<file path="src/rtl/vga_pkg.sv">
// Shared definitions for the VGA pixel-write path.
//   SCREEN_W / SCREEN_H : visible raster size in pixels.
//   DEF_X_W / DEF_Y_W / DEF_C_W : default coordinate and colour widths.
//   pixel_t : one pixel write {x, y, color} at the default widths.
//   IDLE / LOCKED : arbiter state encodings, wrapped by arb_state_t.
//   rr_next() : round-robin successor of a client index.
package vga_pkg;

  localparam int SCREEN_W = 160;
  localparam int SCREEN_H = 120;

  localparam int DEF_X_W = 8;
  localparam int DEF_Y_W = 7;
  localparam int DEF_C_W = 3;

  typedef struct packed {
    logic [DEF_X_W-1:0] x;
    logic [DEF_Y_W-1:0] y;
    logic [DEF_C_W-1:0] color;
  } pixel_t;

  localparam logic IDLE   = 1'b0;
  localparam logic LOCKED = 1'b1;

  typedef enum logic {
    ST_IDLE   = IDLE,
    ST_LOCKED = LOCKED
  } arb_state_t;

  // Successor of client index cur among n clients, wrapping to 0.
  function automatic int rr_next(input int cur, input int n);
    return (cur + 1 >= n) ? 0 : cur + 1;
  endfunction

endpackage

</file>
<file path="src/rtl/pixel_fifo.sv">
// Small synchronous FIFO holding pixel beats between the arbiter and the
// VGA adapter output register.
//   clk, resetn : clock and asynchronous active-low reset (clears pointers
//                 and occupancy; storage is not cleared)
//   push, din   : write din when push and not full
//   pop         : discard head entry when pop and not empty
//   dout        : current head entry (combinational from storage)
//   full, empty : occupancy flags
// DEPTH must be a power of two >= 2 so the pointers wrap naturally.
module pixel_fifo #(
  parameter int DEPTH = 4,
  parameter int WIDTH = 18
) (
  input  logic             clk,
  input  logic             resetn,
  input  logic             push,
  input  logic [WIDTH-1:0] din,
  input  logic             pop,
  output logic [WIDTH-1:0] dout,
  output logic             full,
  output logic             empty
);

  localparam int AW    = $clog2(DEPTH);
  localparam int CNT_W = AW + 1;

  logic [WIDTH-1:0] mem [DEPTH];
  logic [AW-1:0]    wr_ptr;
  logic [AW-1:0]    rd_ptr;
  logic [CNT_W-1:0] count;
  logic             do_push;
  logic             do_pop;

  assign full    = (count == CNT_W'(DEPTH));
  assign empty   = (count == '0);
  assign do_push = push && !full;
  assign do_pop  = pop && !empty;
  assign dout    = mem[rd_ptr];

  always_ff @(posedge clk or negedge resetn) begin
    if (!resetn) begin
      wr_ptr <= '0;
      rd_ptr <= '0;
      count  <= '0;
    end else begin
      if (do_push) wr_ptr <= wr_ptr + 1'b1;
      if (do_pop)  rd_ptr <= rd_ptr + 1'b1;
      // Simultaneous push and pop leaves the occupancy unchanged.
      case ({do_push, do_pop})
        2'b10:   count <= count + 1'b1;
        2'b01:   count <= count - 1'b1;
        default: count <= count;
      endcase
    end
  end

  // Storage carries data only; validity is tracked by the pointers.
  always_ff @(posedge clk) begin
    if (do_push) mem[wr_ptr] <= din;
  end

endmodule

</file>
<file path="src/rtl/vga_write_arbiter.sv">
// Pixel-write sink in front of the VGA adapter. Sprite drawers push pixel
// beats over valid/ready; one client is locked per sprite burst (released
// on its last beat) in round-robin order. Accepted beats are buffered in
// pixel_fifo and replayed to the adapter as single-cycle writeEn pulses,
// stalling while vga_busy is high.
//   clk, resetn         : clock, asynchronous active-low reset
//   req_valid/req_last  : per-client beat valid and end-of-sprite flag
//   req_x/req_y/req_color : packed per-client pixel, client i at [i*W +: W]
//   req_ready           : per-client accept (valid & ready)
//   vga_busy            : adapter cannot take a write this cycle
//   writeEn, x_out, y_out, color_out : registered pixel write to adapter
//   sprite_done         : one-cycle pulse after a client's last beat is accepted
// Build option CLIP_EN: off-screen beats (x >= SCREEN_W or y >= SCREEN_H)
// are accepted and handshaked normally but never written.
module vga_write_arbiter
  import vga_pkg::*;
#(
  parameter int N_CLIENTS  = 2,
  parameter int X_W        = DEF_X_W,
  parameter int Y_W        = DEF_Y_W,
  parameter int C_W        = DEF_C_W,
  parameter int FIFO_DEPTH = 4
) (
  input  logic                     clk,
  input  logic                     resetn,
  input  logic [N_CLIENTS-1:0]     req_valid,
  input  logic [N_CLIENTS-1:0]     req_last,
  input  logic [N_CLIENTS*X_W-1:0] req_x,
  input  logic [N_CLIENTS*Y_W-1:0] req_y,
  input  logic [N_CLIENTS*C_W-1:0] req_color,
  output logic [N_CLIENTS-1:0]     req_ready,
  input  logic                     vga_busy,
  output logic                     writeEn,
  output logic [X_W-1:0]           x_out,
  output logic [Y_W-1:0]           y_out,
  output logic [C_W-1:0]           color_out,
  output logic [N_CLIENTS-1:0]     sprite_done
);

  localparam int PW = X_W + Y_W + C_W;
  localparam int CW = (N_CLIENTS > 1) ? $clog2(N_CLIENTS) : 1;

  // Client index k positions after base, wrapping modulo N_CLIENTS.
  function automatic logic [CW-1:0] rr_idx(input logic [CW-1:0] base, input int k);
    int s;
    s = (int'(base) + k) % N_CLIENTS;
    return CW'(s);
  endfunction

`ifdef CLIP_EN
  function automatic logic offscreen(input logic [X_W-1:0] x, input logic [Y_W-1:0] y);
    return (int'(x) >= SCREEN_W) || (int'(y) >= SCREEN_H);
  endfunction
`endif

  arb_state_t     state_q;
  arb_state_t     state_d;
  logic [CW-1:0]  gnt_q;
  logic [CW-1:0]  rr_q;
  logic [CW-1:0]  pick;
  logic           pick_vld;
  logic [CW-1:0]  sel;
  logic           grant_act;

  logic           vld_p0;
  logic           last_p0;
  logic [X_W-1:0] x_p0;
  logic [Y_W-1:0] y_p0;
  logic [C_W-1:0] c_p0;
  logic           accept_p0;
  logic           clip_p0;
  logic           push_p0;
  logic [N_CLIENTS-1:0] ready_p0;
  logic [N_CLIENTS-1:0] done_p0;

  logic           fifo_full;
  logic           fifo_empty;
  logic           pop_p0;
  logic [PW-1:0]  fifo_dout;

  // ---- Stage p0: arbitration, client mux and FIFO push ----
  // First valid client at or after rr_q, wrapping around.
  always_comb begin
    pick     = '0;
    pick_vld = 1'b0;
    for (int k = 0; k < N_CLIENTS; k++) begin
      for (int i = 0; i < N_CLIENTS; i++) begin
        if (!pick_vld && (rr_idx(rr_q, k) == CW'(i)) && req_valid[i]) begin
          pick_vld = 1'b1;
          pick     = CW'(i);
        end
      end
    end
  end

  // In IDLE the picked client is served in the same cycle (zero-bubble grant).
  assign sel       = (state_q == ST_IDLE) ? pick : gnt_q;
  assign grant_act = (state_q == ST_LOCKED) || pick_vld;

  always_comb begin
    vld_p0  = 1'b0;
    last_p0 = 1'b0;
    x_p0    = '0;
    y_p0    = '0;
    c_p0    = '0;
    for (int i = 0; i < N_CLIENTS; i++) begin
      if (sel == CW'(i)) begin
        vld_p0  = req_valid[i];
        last_p0 = req_last[i];
        x_p0    = req_x[i*X_W +: X_W];
        y_p0    = req_y[i*Y_W +: Y_W];
        c_p0    = req_color[i*C_W +: C_W];
      end
    end
  end

  assign accept_p0 = vld_p0 && grant_act && !fifo_full;

`ifdef CLIP_EN
  assign clip_p0 = offscreen(x_p0, y_p0);
`else
  assign clip_p0 = 1'b0;
`endif

  assign push_p0 = accept_p0 && !clip_p0;

  // Ready is gated by resetn so every output reads 0 while reset is held.
  always_comb begin
    ready_p0 = '0;
    done_p0  = '0;
    for (int i = 0; i < N_CLIENTS; i++) begin
      ready_p0[i] = resetn && grant_act && (sel == CW'(i)) && !fifo_full;
      done_p0[i]  = accept_p0 && last_p0 && (sel == CW'(i));
    end
  end

  assign req_ready = ready_p0;

  always_comb begin
    state_d = state_q;
    case (state_q)
      ST_IDLE: begin
        // A single-beat sprite accepted in the grant cycle never locks.
        if (pick_vld && !(accept_p0 && last_p0)) state_d = ST_LOCKED;
      end
      ST_LOCKED: begin
        if (accept_p0 && last_p0) state_d = ST_IDLE;
      end
      default: state_d = ST_IDLE;
    endcase
  end

  always_ff @(posedge clk or negedge resetn) begin
    if (!resetn) begin
      state_q     <= ST_IDLE;
      gnt_q       <= '0;
      rr_q        <= '0;
      sprite_done <= '0;
    end else begin
      state_q     <= state_d;
      sprite_done <= done_p0;
      if (state_q == ST_IDLE && pick_vld) gnt_q <= pick;
      if (accept_p0 && last_p0) rr_q <= CW'(rr_next(int'(sel), N_CLIENTS));
    end
  end

  pixel_fifo #(
    .DEPTH (FIFO_DEPTH),
    .WIDTH (PW)
  ) u_fifo (
    .clk    (clk),
    .resetn (resetn),
    .push   (push_p0),
    .din    ({x_p0, y_p0, c_p0}),
    .pop    (pop_p0),
    .dout   (fifo_dout),
    .full   (fifo_full),
    .empty  (fifo_empty)
  );

  assign pop_p0 = !fifo_empty && !vga_busy;

  // ---- Stage p1: registered write to the adapter ----
  // Coordinates hold their last written value between strobes.
  always_ff @(posedge clk or negedge resetn) begin
    if (!resetn) begin
      writeEn   <= 1'b0;
      x_out     <= '0;
      y_out     <= '0;
      color_out <= '0;
    end else begin
      writeEn <= pop_p0;
      if (pop_p0) {x_out, y_out, color_out} <= fifo_dout;
    end
  end

endmodule

</file>
<file path="config.mk">
export PLATFORM = sky130hd
export DESIGN_NAME = vga_write_arbiter
export DESIGN_NICKNAME = d
export VERILOG_FILES = /design/src/rtl/vga_pkg.sv /design/src/rtl/pixel_fifo.sv /design/src/rtl/vga_write_arbiter.sv
export SDC_FILE = /design/constraint.sdc
export NUM_CORES = 1
export LEC_CHECK = 0
export ABC_AREA = 1
export BUFFER_PORTS_ARGS = -buffer_cell sky130_fd_sc_hd__buf_2
export CAP_MARGIN = 20
export CORE_MARGIN = 2
export CORE_UTILIZATION = 56
export DETAILED_ROUTE_END_ITERATION = 10
export PLACE_DENSITY = 0.79
export SETUP_SLACK_MARGIN = 0.3
export SLEW_MARGIN = 20
export SYNTH_ARGS = -nofsm -noshare
export SYNTH_HDL_FRONTEND = slang
export SYNTH_SLANG_ARGS = --single-unit
</file>
<file path="constraint.sdc">
create_clock -name clk -period 2.8 [get_ports clk]
set_input_delay 0 -clock clk [delete_from_list [all_inputs] [get_ports clk]]
set_output_delay 0 -clock clk [all_outputs]
set_load 0.02 [all_outputs]
</file>
==> results.json <==
{
  "postSynthCellCount": 397,
  "grt_overflow": 0,
  "hold_end": "u_fifo.mem[3][11]$_DFFE_PP_",
  "core-area_mm2": 0.00733,
  "die_y_um": 91.7,
  "final_cells": 602,
  "cp_slowest_stage_delay_ns": 0.39,
  "synth_warnings": 0,
  "die_w_um": 91.7,
  "fin_ws_ns": 0.449,
  "yosys.area.top_type": "edfxtp_1",
  "post-cts-setup-buffer-count": 0,
  "outcome": "completed",
  "tns_ns": 0,
  "cts.path.max_buffers": 2,
  "r2r-start": "u_fifo.count[1]$_DFFE_PN0P_",
  "dp.cells": 551,
  "arrival_ns": 2.59,
  "synth_fp_nets": 446,
  "fin_crit_sh_pct": 84.0,
  "syn_area_mm2": 0.00431,
  "seqCellArea_mm2": 0.00294,
  "die_area_mm2": 0.00841,
  "crit_fanout": 7,
  "place.port_buffers": 65,
  "reg2reg_slack_ns": 0.45,
  "cp_slowest_cell": "dfrtp_1",
  "crit_path_end_kind": "flip-flop",
  "place_hpwl_um": 5330,
  "wire_per_inst_um": 15.4,
  "drcViolationCount": 0,
  "fmax_ghz": 0.425,
  "vias": 3123,
  "grt_antenna_before_repair": 0,
  "start_util_pct": 58.7,
  "slew_violations": 0,
  "routed_wl_um": 9250,
  "cpMostUsedCell": "inv_1",
  "hold_path.class": "input pin to flip-flop",
  "vias_per_cell": 5.19,
  "p_leak_nw": 2.21,
  "path_cells": "inv_1 -> nand3_1 -> nand2_2 -> ha_1 -> inv_1 -> fa_1 -> a21oi_1 -> o21ai_0 -> xor2_1",
  "min_path_cells": 3,
  "cts_tree": "yes",
  "cts_buffers": 9,
  "diodes": 0,
  "maxCapViolations": 0,
  "drtPass1Iterations": 4,
  "multiInputGateArea_mm2": 0.00119,
  "place.gp.congestion": 0.855,
  "power_per_cell_area_mw_per_mm2": 1150,
  "min_from": "req_x[1]",
  "setup_viol": 0,
  "clock_skew_ns": 0.0106,
  "r2r-end": "u_fifo.count[2]$_DFFE_PN0P_",
  "finalHoldWorstSlack_ns": 0.00540,
  "rows": 31,
  "syn_to_final_growth_pct": 22.4,
  "ant_nets": 0,
  "cts_sinks": 103,
  "netlist.area_leader.share_pct": 50.2,
  "period_needed_ns": 2.35,
  "place_ws_ns": 0.499,
  "synth_area_per_cell_um2": 10.8,
  "fillers": 491,
  "synth.area.top_cells": "edfxtp_1, dfrtp_1, nor2_1",
  "clkLatencyLatePin_ns": 0.36,
  "grt_pass1_vias": 3141,
  "reg2regPathDepth": 9,
  "power.total_w": 0.00608,
  "clk_pin_slew_ns": 0.10,
  "worst-setup-path-type": "flip-flop to flip-flop",
  "timing.final.hold_violations": 0,
  "synth.distinct_cells": 22,
  "grt_max_degree": 40,
  "top_level_ports": 66,
  "first_iter_violations": 230,
  "yosys_register_bits": 103,
  "cts-root-buf": "clkbuf_8",
  "grt_usage_pct": 23.3,
  "peakVddDrop_v": 0.000754,
  "cp-start-kind": "flip-flop",
  "fin_nets": 547,
  "drive_above_1_share_pct": 20.1,
  "yosysSeqAreaShare_pct": 68.2,
  "worstMarginPinSlew_ns": 0.614,
  "grt_pass1_wl_um": 15000,
  "h-tree-depth": 3,
  "required_ns": 3.04,
  "rsz0062_at_grt": "false",
  "relSlewSlack_pct": 59.0
}
through the flow:
| stage | util [%] | cell area (um2) |
|---|---|---|
| detailed placement | 64.2 | 4710 |
| global placement | 64.2 | 4710 |
| floorplan | - | 4310 |
| CTS | 71.8 | 5260 |
| finish | 71.9 | 5270 |
| global route | 71.9 | 5270 |
placed cells by master, fill, tap and decap left out, types with 2 or more instances in the layout:
master and count:
clkbuf_8 9, xor2_1 3, inv_1 17, inv_2 3, clkinv_4 3, dfrtp_1 31, dlygate4sd3_1 35, buf_2 65
ha_1 5, clkinvlp_4 2, buf_4 8, a31oi_1 18, nor2_2 4, nand2_1 72, nand2_2 3, nor2_1 94
o21ai_0 21, nand3_1 8, a21oi_1 2, edfxtp_1 72, o21ai_1 21
sequential cells by signal, indices dropped and copies added (netlist names):
signal,flops
gnt_q,1
u_fifo.count,3
y_out,7
sprite_done,2
writeEn,1
u_fifo.rd_ptr,2
u_fifo.wr_ptr,2
u_fifo.mem,72
color_out,3
x_out,8
state_q,1
rr_q,1
cells in the mapped netlist:
cell type,number
buf_4,4
edfxtp_1,72
a31oi_2,1
nand2_1,75
nand4_1,1
inv_2,3
a31oi_1,18
xor2_1,3
fa_1,1
o21ai_1,21
dfrtp_1,31
buf_6,5
buf_2,7
inv_1,17
a21oi_1,2
xnor2_1,1
nand3_1,8
nor2_1,98
or2_2,1
o21ai_0,21
ha_1,5
clkbuf_1,2
repair_timing:
action / 4_1_cts / 5_1_grt
endpoints found under the setup margin: 0 / 20
endpoints found under the hold margin: 97 / 0
hold buffers: 35 / 0
resized for setup: 0 / 3
power by group:
group          leakage (nW)  switching, W  internal (W)
combinational          1.09       0.00168      0.000860
clock                0.0975      0.000520      0.000424
sequential             1.02      0.000230       0.00237
per-layer routing:
layer	global-route usage (%)	routed length (um)	part of all wire, %
met2	40.3	4760	51
met4	11.7	202	2.2
met1	29.0	3680	40
met5	0	0	0
met3	2.96	607	6.6
area by class of cell:
cell class	count	share of cell area, %
Sequential cell	103	55.7
Clock buffer	9	2.35
Inverter	20	1.42
Multi-Input combinational cell	256	22.6
Clock inverter	7	1.57
Timing Repair Buffer	108	14.0
Tap cell	99	2.35
critical path, delay by kind of cell (launching register included):
| family | cells | cell delay [ns] |
|---|---|---|
| xor gates and xnor gates | 1 | 0.17 |
| buffers and inverters | 2 | 0.23 |
| adders and majority gates | 2 | 0.58 |
| DFF | 1 | 0.39 |
| AOI/OAI and AO/OA | 2 | 0.30 |
| and+or+nand+nor | 2 | 0.55 |
worst max path at each step:
stage	slack [ns]	cells past startpoint	end	from
final	0.45	9	u_fifo.count[2]$_DFFE_PN0P_	u_fifo.count[1]$_DFFE_PN0P_
after global routing	0.28	9	u_fifo.count[2]$_DFFE_PN0P_	u_fifo.count[1]$_DFFE_PN0P_
after CTS	0.44	9	u_fifo.count[2]$_DFFE_PN0P_	u_fifo.count[1]$_DFFE_PN0P_
after detailed placement	0.50	9	u_fifo.count[2]$_DFFE_PN0P_	u_fifo.count[1]$_DFFE_PN0P_
after global placement	0.64	9	u_fifo.count[2]$_DFFE_PN0P_	u_fifo.count[1]$_DFFE_PN0P_
after floorplan	0.80	7	u_fifo.mem[0][0]$_DFFE_PP_	rr_q$_DFFE_PN0P_
cells by family (layout without fill, tap and decap cells):
logic type	Yosys count	count (layout)	share of synthesized area [%]
compound gates	63	63	8.02
xor+xnor	4	4	0.814
fa+ha+maj	6	6	1.92
buf+inv	38	144	4.74
flops	103	103	68.2
simple gates	183	183	16.3
(Power assumes the default switching activity.)
